<file path="config.mk">
export PLATFORM = sky130hd
export DESIGN_NAME = mmio_led_ctrl_flat
export DESIGN_NICKNAME = d
export VERILOG_FILES = /design/src/rtl/mmio_led_pkg.sv /design/src/rtl/mmio_led_ctrl_if.sv /design/src/rtl/led_pwm_timer.sv /design/src/rtl/mmio_led_ctrl.sv /design/src/flat_wrapper.sv
export SDC_FILE = /design/constraint.sdc
export NUM_CORES = 1
export LEC_CHECK = 0
export ABC_AREA = 1
export CAP_MARGIN = 20
export CORE_AREA = 8 8 136 138
export CTS_CLUSTER_DIAMETER = 60
export DETAILED_ROUTE_END_ITERATION = 8
export DIE_AREA = 0 0 144 146
export PLACE_DENSITY = 0.74
export SETUP_SLACK_MARGIN = 0.4
export SYNTH_ARGS = -nofsm -noshare
export SYNTH_HDL_FRONTEND = slang
export SYNTH_HIERARCHICAL = 1
export SYNTH_SLANG_ARGS = --single-unit
</file>
<file path="constraint.sdc">
create_clock -name clk -period 3.88 [get_ports clk]
set_clock_uncertainty 0.1 [all_clocks]
set_input_delay 0.582 -clock clk [delete_from_list [all_inputs] [get_ports clk]]
set_output_delay 0.582 -clock clk [all_outputs]
set_load 0.01 [all_outputs]
</file>
<file path="src/rtl/mmio_led_pkg.sv">
`default_nettype none
// ============================================================================
//  Module      : mmio_led_pkg
//  Description : Shared constants for the memory-mapped LED controller:
//                register window width, register byte offsets, prescaler
//                width and a helper that turns a byte offset into a word
//                index inside the window.
//  Options     : LED_BLINK_EN (see mmio_led_ctrl) does not change this file.
//  Revision    : 1.0  initial release
// ============================================================================
package mmio_led_pkg;

    // Register window is 2^WIN_BITS bytes (128 bytes, 32 words).
    localparam int WIN_BITS   = 7;
    localparam int PRESCALE_W = 16;

    typedef logic [WIN_BITS-1:0] off_t;   // byte offset inside the window
    typedef logic [WIN_BITS-3:0] word_t;  // word index inside the window

    localparam off_t OFF_LED_OUT  = 7'h00;
    localparam off_t OFF_MODE     = 7'h04;
    localparam off_t OFF_BLINK    = 7'h08;
    localparam off_t OFF_PRESCALE = 7'h0C;
    localparam off_t OFF_DUTY0    = 7'h10;

    // Byte offset to word index; the two byte-lane bits are dropped.
    function automatic word_t word_idx(input off_t off);
        return off[WIN_BITS-1:2];
    endfunction

endpackage
`default_nettype wire

</file>
<file path="src/rtl/mmio_led_ctrl_if.sv">
`default_nettype none
// ============================================================================
//  Module      : mmio_led_ctrl_if
//  Description : CPU data-bus view seen by the LED peripheral.
//                  MemWrite  - store strobe          (master -> slave)
//                  DataAdr   - byte address          (master -> slave)
//                  WriteData - store data            (master -> slave)
//                  hit       - address in window     (slave  -> master)
//                  RdData    - combinational readback(slave  -> master)
//  Revision    : 1.0  initial release
// ============================================================================
interface mmio_led_ctrl_if;
    logic        MemWrite;
    logic [31:0] DataAdr;
    logic [31:0] WriteData;
    logic        hit;
    logic [31:0] RdData;

    modport master (
        output MemWrite,
        output DataAdr,
        output WriteData,
        input  hit,
        input  RdData
    );

    modport slave (
        input  MemWrite,
        input  DataAdr,
        input  WriteData,
        output hit,
        output RdData
    );
endinterface
`default_nettype wire

</file>
<file path="src/rtl/led_pwm_timer.sv">
`default_nettype none
// ============================================================================
//  Module      : led_pwm_timer
//  Description : Prescaler and PWM period counter shared by all LED channels.
//                pre_cnt runs 0..prescale; each time it reaches prescale a
//                tick is issued and pwm_cnt advances. wrap marks the tick on
//                which pwm_cnt rolls over from all-ones.
//  Ports       : clk, reset (async, active high)
//                prescale    - terminal count of the prescaler
//                prescale_wr - CPU is storing PRESCALE this cycle
//                pwm_cnt     - PWM phase counter, PWM_BITS wide
//                tick, wrap  - combinational event strobes
//                phase       - blink phase (only with LED_BLINK_EN)
//  Options     : LED_BLINK_EN adds a 4-bit blink counter advanced on wrap.
//  Revision    : 1.0  initial release
// ============================================================================
module led_pwm_timer
    import mmio_led_pkg::*;
#(
    parameter int PWM_BITS = 8
) (
    input  wire logic                  clk,
    input  wire logic                  reset,
    input  wire logic [PRESCALE_W-1:0] prescale,
    input  wire logic                  prescale_wr,
    output logic      [PWM_BITS-1:0]   pwm_cnt,
    output logic                       tick,
    output logic                       wrap
`ifdef LED_BLINK_EN
    ,
    output logic                       phase
`endif
);

    logic [PRESCALE_W-1:0] r_pre_cnt;
    logic [PWM_BITS-1:0]   r_pwm_cnt;

    assign tick    = (r_pre_cnt == prescale);
    assign wrap    = tick && (&r_pwm_cnt);
    assign pwm_cnt = r_pwm_cnt;

    // A PRESCALE store restarts the prescaler so the new period begins cleanly.
    always_ff @(posedge clk or posedge reset) begin
        if (reset) begin
            r_pre_cnt <= '0;
        end else if (prescale_wr || tick) begin
            r_pre_cnt <= '0;
        end else begin
            r_pre_cnt <= r_pre_cnt + 1'b1;
        end
    end

    always_ff @(posedge clk or posedge reset) begin
        if (reset) begin
            r_pwm_cnt <= '0;
        end else if (tick) begin
            r_pwm_cnt <= r_pwm_cnt + 1'b1;
        end
    end

`ifdef LED_BLINK_EN
    logic [3:0] r_blink_cnt;

    always_ff @(posedge clk or posedge reset) begin
        if (reset) begin
            r_blink_cnt <= '0;
        end else if (wrap) begin
            r_blink_cnt <= r_blink_cnt + 1'b1;
        end
    end

    // MSB gives 8 PWM periods high, 8 low.
    assign phase = r_blink_cnt[3];
`endif

endmodule
`default_nettype wire

</file>
<file path="src/rtl/mmio_led_ctrl.sv">
`default_nettype none
// ============================================================================
//  Module      : mmio_led_ctrl
//  Description : Memory-mapped LED output peripheral. Decodes a 128-byte
//                register window on the CPU data bus, holds the LED_OUT,
//                MODE, PRESCALE and per-channel DUTY registers, and drives
//                each LED either statically or from a PWM compare.
//  Ports       : clk, reset (async, active high)
//                bus  - mmio_led_ctrl_if.slave (MemWrite, DataAdr,
//                       WriteData in; hit, RdData out, both combinational)
//                led  - registered LED drive, NUM_LED wide
//  Options     : LED_BLINK_EN enables the BLINK register at offset 0x08;
//                when undefined that offset is unmapped.
//  Revision    : 1.0  initial release
// ============================================================================
module mmio_led_ctrl
    import mmio_led_pkg::*;
#(
    parameter logic [31:0] BASE_ADDR = 32'h0001_0000,
    parameter int          NUM_LED   = 8,
    parameter int          PWM_BITS  = 8
) (
    input  wire logic               clk,
    input  wire logic               reset,
    mmio_led_ctrl_if.slave          bus,
    output logic      [NUM_LED-1:0] led
);

    localparam word_t IDX_LED_OUT  = word_idx(OFF_LED_OUT);
    localparam word_t IDX_MODE     = word_idx(OFF_MODE);
    localparam word_t IDX_PRESCALE = word_idx(OFF_PRESCALE);
    localparam word_t IDX_DUTY0    = word_idx(OFF_DUTY0);
`ifdef LED_BLINK_EN
    localparam word_t IDX_BLINK    = word_idx(OFF_BLINK);
`endif

    // ------------------------------------------------------------------
    // Address decode
    // ------------------------------------------------------------------
    word_t w_word;
    logic  w_wr;
    logic  w_sel_led_out;
    logic  w_sel_mode;
    logic  w_sel_prescale;
    logic  [NUM_LED-1:0] w_sel_duty;

    assign bus.hit        = (bus.DataAdr[31:WIN_BITS] == BASE_ADDR[31:WIN_BITS]);
    assign w_word         = bus.DataAdr[WIN_BITS-1:2];
    assign w_wr           = bus.MemWrite && bus.hit;
    assign w_sel_led_out  = (w_word == IDX_LED_OUT);
    assign w_sel_mode     = (w_word == IDX_MODE);
    assign w_sel_prescale = (w_word == IDX_PRESCALE);

    // ------------------------------------------------------------------
    // Register file
    // ------------------------------------------------------------------
    logic [NUM_LED-1:0]    r_led_out;
    logic [NUM_LED-1:0]    r_mode;
    logic [PRESCALE_W-1:0] r_prescale;
    logic [PWM_BITS-1:0]   r_duty [NUM_LED];
    logic [NUM_LED-1:0]    r_led;

    always_ff @(posedge clk or posedge reset) begin
        if (reset) begin
            r_led_out  <= '0;
            r_mode     <= '0;
            r_prescale <= '0;
        end else if (w_wr) begin
            if (w_sel_led_out)  r_led_out  <= bus.WriteData[NUM_LED-1:0];
            if (w_sel_mode)     r_mode     <= bus.WriteData[NUM_LED-1:0];
            if (w_sel_prescale) r_prescale <= bus.WriteData[PRESCALE_W-1:0];
        end
    end

`ifdef LED_BLINK_EN
    logic [NUM_LED-1:0] r_blink;
    logic               w_sel_blink;

    assign w_sel_blink = (w_word == IDX_BLINK);

    always_ff @(posedge clk or posedge reset) begin
        if (reset) begin
            r_blink <= '0;
        end else if (w_wr && w_sel_blink) begin
            r_blink <= bus.WriteData[NUM_LED-1:0];
        end
    end
`endif

    // ------------------------------------------------------------------
    // Shared timer
    // ------------------------------------------------------------------
    logic [PWM_BITS-1:0] w_pwm_cnt;
    logic                w_tick;
    logic                w_wrap;
`ifdef LED_BLINK_EN
    logic                w_phase;
`endif

    led_pwm_timer #(
        .PWM_BITS (PWM_BITS)
    ) u_timer (
        .clk         (clk),
        .reset       (reset),
        .prescale    (r_prescale),
        .prescale_wr (w_wr && w_sel_prescale),
        .pwm_cnt     (w_pwm_cnt),
        .tick        (w_tick),
        .wrap        (w_wrap)
`ifdef LED_BLINK_EN
        ,
        .phase       (w_phase)
`endif
    );

    // ------------------------------------------------------------------
    // Per-channel DUTY register and channel value
    // ------------------------------------------------------------------
    logic [NUM_LED-1:0] w_chan;

    for (genvar i = 0; i < NUM_LED; i++) begin : g_chan
        localparam word_t IDX_DUTY = IDX_DUTY0 + word_t'(i);

        assign w_sel_duty[i] = (w_word == IDX_DUTY);

        always_ff @(posedge clk or posedge reset) begin
            if (reset) begin
                r_duty[i] <= '0;
            end else if (w_wr && w_sel_duty[i]) begin
                r_duty[i] <= bus.WriteData[PWM_BITS-1:0];
            end
        end

        logic w_level;
        assign w_level = r_mode[i] ? (w_pwm_cnt < r_duty[i]) : r_led_out[i];

`ifdef LED_BLINK_EN
        assign w_chan[i] = w_level && (!r_blink[i] || w_phase);
`else
        assign w_chan[i] = w_level;
`endif
    end

    always_ff @(posedge clk or posedge reset) begin
        if (reset) begin
            r_led <= '0;
        end else begin
            r_led <= w_chan;
        end
    end

    assign led = r_led;

    // ------------------------------------------------------------------
    // Combinational readback; shows register contents before any store
    // landing on the coming edge.
    // ------------------------------------------------------------------
    always_comb begin
        bus.RdData = '0;
        if (bus.hit) begin
            if (w_sel_led_out)  bus.RdData[NUM_LED-1:0]    = r_led_out;
            if (w_sel_mode)     bus.RdData[NUM_LED-1:0]    = r_mode;
            if (w_sel_prescale) bus.RdData[PRESCALE_W-1:0] = r_prescale;
`ifdef LED_BLINK_EN
            if (w_sel_blink)    bus.RdData[NUM_LED-1:0]    = r_blink;
`endif
            for (int i = 0; i < NUM_LED; i++) begin
                if (w_sel_duty[i]) bus.RdData[PWM_BITS-1:0] = r_duty[i];
            end
        end
    end

    // Byte-lane bits, upper store data and the timer strobes are not needed here.
    logic w_unused_bits;
    assign w_unused_bits = ^{bus.DataAdr[1:0], bus.WriteData, w_tick, w_wrap};

endmodule
`default_nettype wire

</file>
<file path="src/flat_wrapper.sv">
// flat-port wrapper written by rule: the top's interface ports become plain ports
module mmio_led_ctrl_flat import mmio_led_pkg::*;
#(
    parameter logic [31:0] BASE_ADDR = 32'h0001_0000,
    parameter int          NUM_LED   = 8,
    parameter int          PWM_BITS  = 8
)
  (clk, reset, led, bus_MemWrite, bus_DataAdr, bus_WriteData, bus_hit, bus_RdData);
  mmio_led_ctrl_if bus_i ();
  input  wire logic clk;
  input  wire logic reset;
  output logic      [NUM_LED-1:0] led;
  input wire logic [$bits(bus_i.MemWrite)-1:0] bus_MemWrite;
  input wire logic [$bits(bus_i.DataAdr)-1:0] bus_DataAdr;
  input wire logic [$bits(bus_i.WriteData)-1:0] bus_WriteData;
  output wire logic [$bits(bus_i.hit)-1:0] bus_hit;
  output wire logic [$bits(bus_i.RdData)-1:0] bus_RdData;
  assign bus_i.MemWrite = bus_MemWrite;
  assign bus_i.DataAdr = bus_DataAdr;
  assign bus_i.WriteData = bus_WriteData;
  assign bus_hit = bus_i.hit;
  assign bus_RdData = bus_i.RdData;
  mmio_led_ctrl #(.BASE_ADDR(BASE_ADDR), .NUM_LED(NUM_LED), .PWM_BITS(PWM_BITS)) u_core (.clk(clk), .reset(reset), .bus(bus_i), .led(led));
endmodule
</file>
==> impl_metrics.yaml, run 1 <==
route:
  antenna_left: 0
  wirelength_mm: 22.64
  vias: 7216
  detail_route.wl_per_cell_um: 16.56
  drcViolationCount: 0
  vias_per_cell: 5.279
  dr.pass1.iters: 6
  drt_iter0_markers: 616
timing:
  fin_crit_ns: 3.464
  period_share_pct: 89.28
  rsz0062_at_grt: "true"
  setup_viol: 0
  hold_viol_final: 0
  slew_viol_final: 0
  relSlewSlack_pct: 38.90
  tns_ns: 0
  worst_pin_slew_ns: 0.9155
  holdWs_ns: 0.3925
  fmax_mhz: 288.7
critical_path:
  worstSetupStartpointType: "input port"
  crit_type: "input port to primary output"
  crit_required_ns: 3.20
  endpoint_kind: "primary output"
  worstPathArrival_ns: 2.78
  r2r_slack_ns: 1.83
  path_max_fanout: 25
clocking:
  cts_sinks: 128
  cts.clk_slew.worst_paths_ns: 0.05
  cts-buffers-inserted: 17
  clk_latency_ns: 0.42
  cts_setup_buffers: 0
  clockBufferDepth: 2
  htreeDepth: 4
  cts_root_buf: "clkbuf_16"
  cts_tree: "yes"
worst_hold_path:
  hold_path_class: "flip-flop to flip-flop"
synth:
  avgSynthCellArea_um2: 7.723
  yosysWarnings: 6
  synthCells: 1056
  syn-cell-area_mm2: 0.008155
final_layout:
  area_growth_pct: 17.98
  final_core_util_pct: 59.07
  fillers: 1459
  nets: 1259
  insertedDiodeCount: 0
  drive_gt1_share_pct: 8.980
pwr:
  power_frac_seq_pct: 43.3
  p_per_area_mw_per_mm2: 320.4
  p_comb_share_pct: 5.3
  switchingPower_uw: 693.2
  leakagePower_uw: 0.004653
  irDropWorstVdd_mv: 0.2840
  p_int_uw: 2390
  power_frac_clock_pct: 51.4
  switching_share_pct: 22.49
run:
  max-cap-violations: 0
placed_design:
  io_buffer_count: 73
  gp_congestion: 0.9165
  dp_hpwl_mm: 16.18
global_routing:
  grt_pass1_vias: 6840
  grt_usage_pct: 22.26
  antenna_found_initial: 0
  overflow: 0
  grt_max_degree: 56
  grt_pass1_wl_mm: 36.33
floorplan:
  initial_core_util_pct: 50.07
  core-area_mm2: 0.01629
  ios: 108
  die_y_um: 146
  fp.dieArea_mm2: 0.02102
  die_x_um: 144
  row_count: 47
outcome:
  status: "completed"
critical path, stage by stage:
cell and delay [ns]:
clkdlybuf4s50_1 0.53, nor2_1 0.19, buf_6 0.23, nand4_1 0.11
nand2_1 0.11, o21bai_1 0.07, nand2_1 0.07, nand2_1 0.07
nand4_1 0.10, nor2_1 0.05, nor2_1 0.11, clkdlybuf4s50_1 0.56
final cells by class:
class	count	area (um^2)	share of cell area (%)
Sequential cell	128	3203	33.29
Multi-Input combinational cell	732	4045	42.04
Inverter	166	630.6	6.554
Clock inverter	9	107.6	1.118
Clock buffer	23	478.0	4.967
Tap cell	220	275.3	2.861
Timing Repair Buffer	89	882.1	9.168
metrics by stage:
| stage | cell area [um^2] | std cells | total power, uW | worst slack, ns |
|---|---|---|---|---|
| floorplan | 8212 | 1071 | 1443 | 0.4658 |
| global placement | 8992 | 1335 | 1519 | 0.3628 |
| detailed placement | 8992 | 1335 | 1520 | 0.3364 |
| CTS | 9587 | 1367 | 3101 | 0.4241 |
| global route | 9622 | 1367 | 3182 | 0.2625 |
| finish | 9622 | 1367 | 3083 | 0.4159 |
repair_timing:
action / CTS / global route
gates resized for setup: 7 / 12
setup endpoints to repair: 15 / 16
pin swaps: 0 / 1
hold buffers: 0 / 0
sequential cells by signal (all words and copies together), names as in the netlist:
signal and cells:
u_core/u_timer/pwm_cnt 8, u_core/r_led_out 8, u_core/r_duty 64, u_core/u_timer/r_pre_cnt 16
u_core/r_mode 8, u_core/led 8, u_core/r_prescale 16
power by group through the flow:
stage | clock (uW) | combinational, uW | sequential [uW]
final | 1580 | 163 | 1340
after global routing | 1670 | 179 | 1330
after CTS | 1600 | 162 | 1340
after detailed placement | 0 | 161 | 1360
after global placement | 0 | 160 | 1360
after floorplan | 0 | 83.7 | 1360
final timing paths:
check | depth (start not counted) | from | endpoint
worst max-delay path | 12 | bus_DataAdr[5] | bus_RdData[3]
worst max register to register | 6 | u_core/u_timer/pwm_cnt[3] | u_core/led[4]
worst min-delay path | 2 | u_core/r_duty[42] | u_core/r_duty[42]
max in group asynchronous | 3 | reset | u_core/r_led_out[1]
worst min register to register | 2 | u_core/r_duty[42] | u_core/r_duty[42]
min in group asynchronous | 2 | reset | u_core/led[1]
per-layer routing:
layer / wire, um / global-route usage [%] / share of wire [%] / vias to the layer above
met3: 1548 / 4.035 / 6.8 / 48
met5: 0 / 0 / 0 / -
met4: 649 / 8.154 / 2.9 / 0
met2: 10840 / 35.66 / 48 / 255
li1: - / - / - / 3523
met1: 9602 / 29.26 / 42 / 3390
cells in the final DEF (no fill, tap or decap), drive strengths merged, types with 3 or more instances in the layout:
master,n
conb,16
ha,58
clkbuf,23
dlymetal6s2s,6
o21ai,135
o2111ai,8
xnor2,3
dfrtp,128
nor2,85
xor2,14
nand4,35
nand3,38
o21bai,8
nor3,12
inv,163
clkinvlp,5
or2,4
buf,16
a21oi,24
nand2,288
clkdlybuf4s50,64
dlygate4sd2,3
clkinv,5
Note: power is estimated with default switching activity, not from simulation.
==> run 2, diff against run 1 <==
--- a/config.mk
+++ b/config.mk
@@ -7,10 +7,10 @@
 export LEC_CHECK = 0
 export ABC_AREA = 1
 export CAP_MARGIN = 20
-export CORE_AREA = 8 8 136 138
+export CORE_AREA = 4 4 132 134
 export CTS_CLUSTER_DIAMETER = 60
 export DETAILED_ROUTE_END_ITERATION = 8
-export DIE_AREA = 0 0 144 146
+export DIE_AREA = 0 0 136 138
 export PLACE_DENSITY = 0.74
 export SETUP_SLACK_MARGIN = 0.4
 export SYNTH_ARGS = -nofsm -noshare
==> constraint.sdc (replaced) <==
create_clock -name clk -period 3.88 [get_ports clk]
set_clock_uncertainty 0.1 [all_clocks]
set_input_delay 0.776 -clock clk [delete_from_list [all_inputs] [get_ports clk]]
set_output_delay 0.776 -clock clk [all_outputs]
set_load 0.01 [all_outputs]
==> run 2 against run 1 <==
Net effect:
- core utilization rose by 0.42 points
- sequential power about the same
- maximum frequency is 1.6% higher
- count of clock-buffer cells in the layout shrank 4
- largest cell class unchanged
- highest routed layer unchanged
==> impl_metrics.yaml, run 2 (synthesized netlist as in run 1, its figures left out) <==
final_layout:
  insertedDiodeCount: 0
  fin_cells: 1377
  drive_gt1_share_pct: 11.15
  area_growth_pct: 18.82
  layout_commonest_cell: "nand2_1"
  fillers: 1418
  largest_reg_flops: 64
  largest_register: "u_core/r_duty"
  nets: 1269
  reg_top3: "u_core/r_duty: 64 flops, u_core/r_prescale: 16 flops, u_core/u_timer/r_pre_cnt: 16 flops"
  layout_common_cells: "nand2_1, inv_1, dfrtp_1"
global_routing:
  grt_usage_pct: 24.60
  grt_pass1_wl_mm: 35.89
  overflow: 0
  grt_max_degree: 47
  grt_pass1_vias: 6779
  antenna_found_initial: 0
pwr:
  p_int_uw: 2388
  switchingPower_uw: 736.5
  switching_share_pct: 23.57
  p_comb_share_pct: 5.4
  power_frac_clock_pct: 51.8
  leakagePower_uw: 0.004663
  p_per_area_mw_per_mm2: 322.5
  irDropWorstVdd_mv: 0.3079
  power_frac_seq_pct: 42.7
critical_path:
  worstPathArrival_ns: 2.53
  crit_required_ns: 3.00
  cp_cell_sequence: "clkdlybuf4s50_1 -> or2_1 -> nor4_4 -> nand2_2 -> inv_4 -> clkdlybuf4s50_1"
  endpoint_kind: "primary output"
  path_max_fanout: 9
  slowest_stage: "clkdlybuf4s50_1"
  cpPeakStageDelay_ns: 0.54
  worstSetupStartpointType: "input port"
  path_common_cell: "clkdlybuf4s50_1"
  r2r_cells: 4
  crit_type: "input port to primary output"
clocking:
  clk_latency_ns: 0.42
  cts_root_buf: "clkbuf_16"
  cts-buffers-inserted: 17
  clockBufferDepth: 2
  cts_sinks: 128
  cts_tree: "yes"
  postCtsHoldBufs: 0
  htreeDepth: 4
  cts.clk_slew.worst_paths_ns: 0.06
worst_hold_path:
  hold_depth: 2
  hold_path_class: "flip-flop to flip-flop"
floorplan:
  row_count: 47
  initial_core_util_pct: 50.07
  die_x_um: 136
  die_y_um: 138
  core-area_mm2: 0.01629
  fp.dieArea_mm2: 0.01877
  ios: 108
timing:
  tns_ns: 0
  setup_slack_ns: 0.4701
  slew_viol_final: 0
  fmax_mhz: 293.3
  fin_crit_ns: 3.410
  period_share_pct: 87.88
  worst_pin_slew_ns: 0.9200
  hold_viol_final: 0
  rsz0062_at_grt: "true"
  setup_viol: 0
  relSlewSlack_pct: 38.60
route:
  vias_per_cell: 5.147
  wirelength_mm: 22.38
  vias: 7088
  drt_iter0_markers: 701
  dr.pass1.iters: 5
  drcViolationCount: 0
  antenna_left: 0
  detail_route.wl_per_cell_um: 16.25
placed_design:
  gp_congestion: 0.9571
  io_buffer_count: 73
  dp_slack_ns: -0.07709
  dp_hpwl_mm: 16.02
  dp_cells: 1342
outcome:
  status: "completed"
run:
  max-cap-violations: 0
-- run 2: changes by cell type in the layout (fill, tap and decap cells not counted), sizes merged --
cell,previous run,this run
clkdlybuf4s15,0,2
inv,163,166
dlygate4sd2,3,11
clkdlybuf4s50,64,52
buf,16,27
clkbuf,23,26
clkinvlp,5,6
dlymetal6s2s,6,0
-- run 2: metal layers --
| metal | up-vias | wire length, um | GRT usage, % |
|---|---|---|---|
| met1 | 3285 | 9830 | 33.42 |
| met4 | 0 | 841 | 8.541 |
| li1 | 3543 | - | - |
| met3 | 39 | 1515 | 5.560 |
| met5 | - | 0 | 0 |
| met2 | 221 | 10200 | 38.80 |
-- run 2: path summary, 6_finish.rpt --
| check | slack, ns | end | from |
|---|---|---|---|
| worst min-delay path | 0.39 | u_core/r_duty[47] | u_core/r_duty[47] |
| worst max register to register | 1.89 | u_core/led[4] | u_core/u_timer/pwm_cnt[6] |
| worst min register to register | 0.39 | u_core/r_duty[47] | u_core/r_duty[47] |
| min in group asynchronous | 0.78 | u_core/led[1] | reset |
| max in group asynchronous | 2.20 | u_core/r_duty[60] | reset |
| worst max-delay path | 0.47 | bus_hit | bus_DataAdr[20] |
-- run 2: layout make-up --
type                            instances  area (um^2)  area share [%]
Tap cell                              220        275.3           2.841
Sequential cell                       128         3203           33.05
Multi-Input combinational cell        732         4069           41.99
Inverter                              166        634.4           6.546
Timing Repair Buffer                   99        905.9           9.348
Clock buffer                           19        452.9           4.674
Clock inverter                         13        150.1           1.549
-- run 2: power groups by stage --
stage          Sequential (uW)  Combinational, uW  Clock, uW
5_1_grt                   1330                186       1700
6_report                  1340                170       1620
2_1_floorplan             1360               83.9          0
4_1_cts                   1340                170       1630
3_5_place_dp              1360                167          0
3_3_place_gp              1360                165          0
-- run 2: repair_timing --
action | in CTS | in global routing
pin swaps | 2 | 4
gates cloned | 1 | 0
setup buffers | 2 | 0
resized for setup | 40 | 21
endpoints found under the setup margin | 17 | 11
-- run 2: critical path: cells and delay by family --
family        cells  cell delay [ns]
buf+inv           3             1.05
simple gates      3             0.71
-- run 2: stage by stage --
| step | hold slack (ns) | util [%] | cell area (um^2) | total power, uW |
|---|---|---|---|---|
| after global routing | 0.4145 | 59.49 | 9691 | 3221 |
| final | 0.3937 | 59.49 | 9691 | 3125 |
| after detailed placement | 0.3787 | 55.61 | 9059 | 1526 |
| after global placement | 0.3723 | 55.61 | 9059 | 1524 |
| after floorplan | 0.3588 | - | 8215 | 1443 |
| after CTS | 0.3934 | 59.59 | 9707 | 3139 |
==> run 3, diff against run 2 <==
--- a/config.mk
+++ b/config.mk
@@ -6,13 +6,14 @@
 export NUM_CORES = 1
 export LEC_CHECK = 0
 export ABC_AREA = 1
+export ABC_CLOCK_PERIOD_IN_PS = 3880
 export CAP_MARGIN = 20
 export CORE_AREA = 4 4 132 134
 export CTS_CLUSTER_DIAMETER = 60
 export DETAILED_ROUTE_END_ITERATION = 8
 export DIE_AREA = 0 0 136 138
 export PLACE_DENSITY = 0.74
-export SETUP_SLACK_MARGIN = 0.4
+export SETUP_SLACK_MARGIN = 0.15
 export SYNTH_ARGS = -nofsm -noshare
 export SYNTH_HDL_FRONTEND = slang
 export SYNTH_HIERARCHICAL = 1
==> run 3 against run 2 <==
Net effect:
- maximum frequency down 3.9%
- final cell count down 0.29%
- sequential power about the same
- die area unchanged
- sequential share of layout area down 0.23 points
- global-route usage up 0.29 points
- critical path depth up 6
- combinational power about the same
- count of clock-buffer cells in the layout unchanged
- sequential cell count unchanged
- critical path type unchanged
- critical endpoint is now bus_RdData[5]
- largest power group unchanged
==> impl_metrics.yaml, run 3 (synthesized netlist as in run 1, its figures left out) <==
outcome:
  status: "completed"
clocking:
  cts_root_buf: "clkbuf_16"
  cts.clk_slew.worst_paths_ns: 0.06
  cts_sinks: 128
  cts-buffers-inserted: 17
  clockBufferDepth: 2
  cts_tree: "yes"
  htreeDepth: 4
  clk_latency_ns: 0.42
timing:
  setup_slack_ns: 0.3306
  period_share_pct: 91.48
  slew_viol_final: 0
  relSlewSlack_pct: 36.67
  fmax_mhz: 281.7
  holdWs_ns: 0.3915
  setup_viol: 0
  worst_pin_slew_ns: 0.9489
  hold_viol_final: 0
  rsz0062_at_grt: "false"
  fin_crit_ns: 3.549
global_routing:
  grt_pass1_wl_mm: 36.31
  antenna_found_initial: 0
  grt_pass1_vias: 6877
  grt_max_degree: 56
  grt_usage_pct: 24.89
  overflow: 0
critical_path:
  worstPathArrival_ns: 2.67
  worstSetupStartpointType: "input port"
  crit_required_ns: 3.00
  path_max_fanout: 16
  crit_type: "input port to primary output"
  endpoint_kind: "primary output"
worst_hold_path:
  hold_path_class: "flip-flop to flip-flop"
floorplan:
  row_count: 47
  ios: 108
  core-area_mm2: 0.01629
  fp.dieArea_mm2: 0.01877
  die_x_um: 136
  initial_core_util_pct: 50.07
  die_y_um: 138
final_layout:
  nets: 1266
  largest_reg_flops: 64
  layout_commonest_cell: "nand2_1"
  layout_common_cells: "nand2_1, inv_1, dfrtp_1"
  drive_gt1_share_pct: 9.801
  largest_register: "u_core/r_duty"
  insertedDiodeCount: 0
  reg_top3: "u_core/r_duty: 64 flops, u_core/r_prescale: 16 flops, u_core/u_timer/r_pre_cnt: 16 flops"
  fin_cells: 1373
  design_area_mm2: 0.009758
  area_growth_pct: 19.65
  multi_input_area_mm2: 0.004058
  regArea_mm2: 0.003203
  fillers: 1457
placed_design:
  dp_cells: 1339
  dp_slack_ns: -0.06267
  placed_cell_area_mm2: 0.009035
  dp_hpwl_mm: 16.12
  io_buffer_count: 73
  gp_congestion: 0.9200
route:
  wl_met3_mm: 1.575
  drt_iter0_markers: 669
  route.met2.wl_mm: 10.52
  detail_route.wl_per_cell_um: 16.65
  vias_per_cell: 5.302
  top_layer: "met4"
  drcViolationCount: 0
  wirelength_mm: 22.86
  wl_met1_mm: 9.760
  dr.pass1.iters: 6
  antenna_left: 0
  vias: 7280
pwr:
  irDropWorstVdd_mv: 0.3129
  p_per_area_mw_per_mm2: 334.4
  leakagePower_uw: 0.004846
run:
  max-cap-violations: 0
-- run 3: cell types whose count changed in the layout (fill, tap and decap cells not counted), moves of 3 or more --
| cell | change |
|---|---|
| bufinv_16 | +3 |
| clkbuf_2 | -7 |
| clkinvlp_4 | -4 |
| dlymetal6s2s_1 | +11 |
| nor2_1 | +4 |
-- run 3: report_power, final --
group	switching, uW	internal [uW]	total [uW]
clock network	616	1140	1760
registers	0.00180	1340	1340
logic	105	63.6	169
-- run 3: critical path, cell delays in order --
cell and delay (ns):
clkdlybuf4s50_1 0.53, nor2_2 0.06, nand3_1 0.10, buf_6 0.17, nand2_1 0.09, o21bai_1 0.21
nand2_1 0.08, nand2_1 0.08, nand4_1 0.09, nor2_1 0.12, nor2_1 0.06, dlygate4sd2_1 0.28
-- run 3: path summary, 6_finish.rpt --
path / startpoint / endpoint / slack (ns) / cells after the start
setup / recovery: bus_DataAdr[2] / bus_RdData[5] / 0.33 / 12
hold / removal: u_core/r_duty[12] / u_core/r_duty[12] / 0.39 / 2
setup reg to reg: u_core/u_timer/pwm_cnt[7] / u_core/led[4] / 1.88 / 4
hold reg to reg: u_core/r_duty[12] / u_core/r_duty[12] / 0.39 / 2
max in group asynchronous: reset / u_core/u_timer/r_pre_cnt[5] / 2.20 / 2
min in group asynchronous: reset / u_core/r_duty[1] / 0.76 / 2
-- run 3: timing repair --
action | in CTS | in global routing
pin swaps | 1 | 3
gates resized for setup | 18 | 15
setup buffers | 0 | 3
gates cloned | 0 | 0
hold buffers | 0 | 0
setup endpoints to repair | 16 | 16
-- run 3: routing by layer --
metal  vias up  track usage, %
li1       3541               -
met1      3358           33.80
met2       310           38.38
met3        71           5.342
met4         0           10.88
met5         -               0
-- run 3: cell type report --
cell class / count / share of cell area, %
multi-input cells: 732 / 41.58
flip-flops and latches: 128 / 32.82
inverters: 166 / 6.475
clock buffers: 19 / 4.436
repair buffers: 96 / 9.719
well taps: 220 / 2.821
clock inverters: 12 / 2.141
-- run 3: metrics by stage --
step	setup TNS, ns	util (%)	total power (uW)
after floorplan	0	-	1443
after detailed placement	-0.1985	55.47	1525
after global routing	0	59.90	3362
after global placement	-0.01441	55.47	1523
after CTS	0	59.49	3275
final	0	59.90	3263
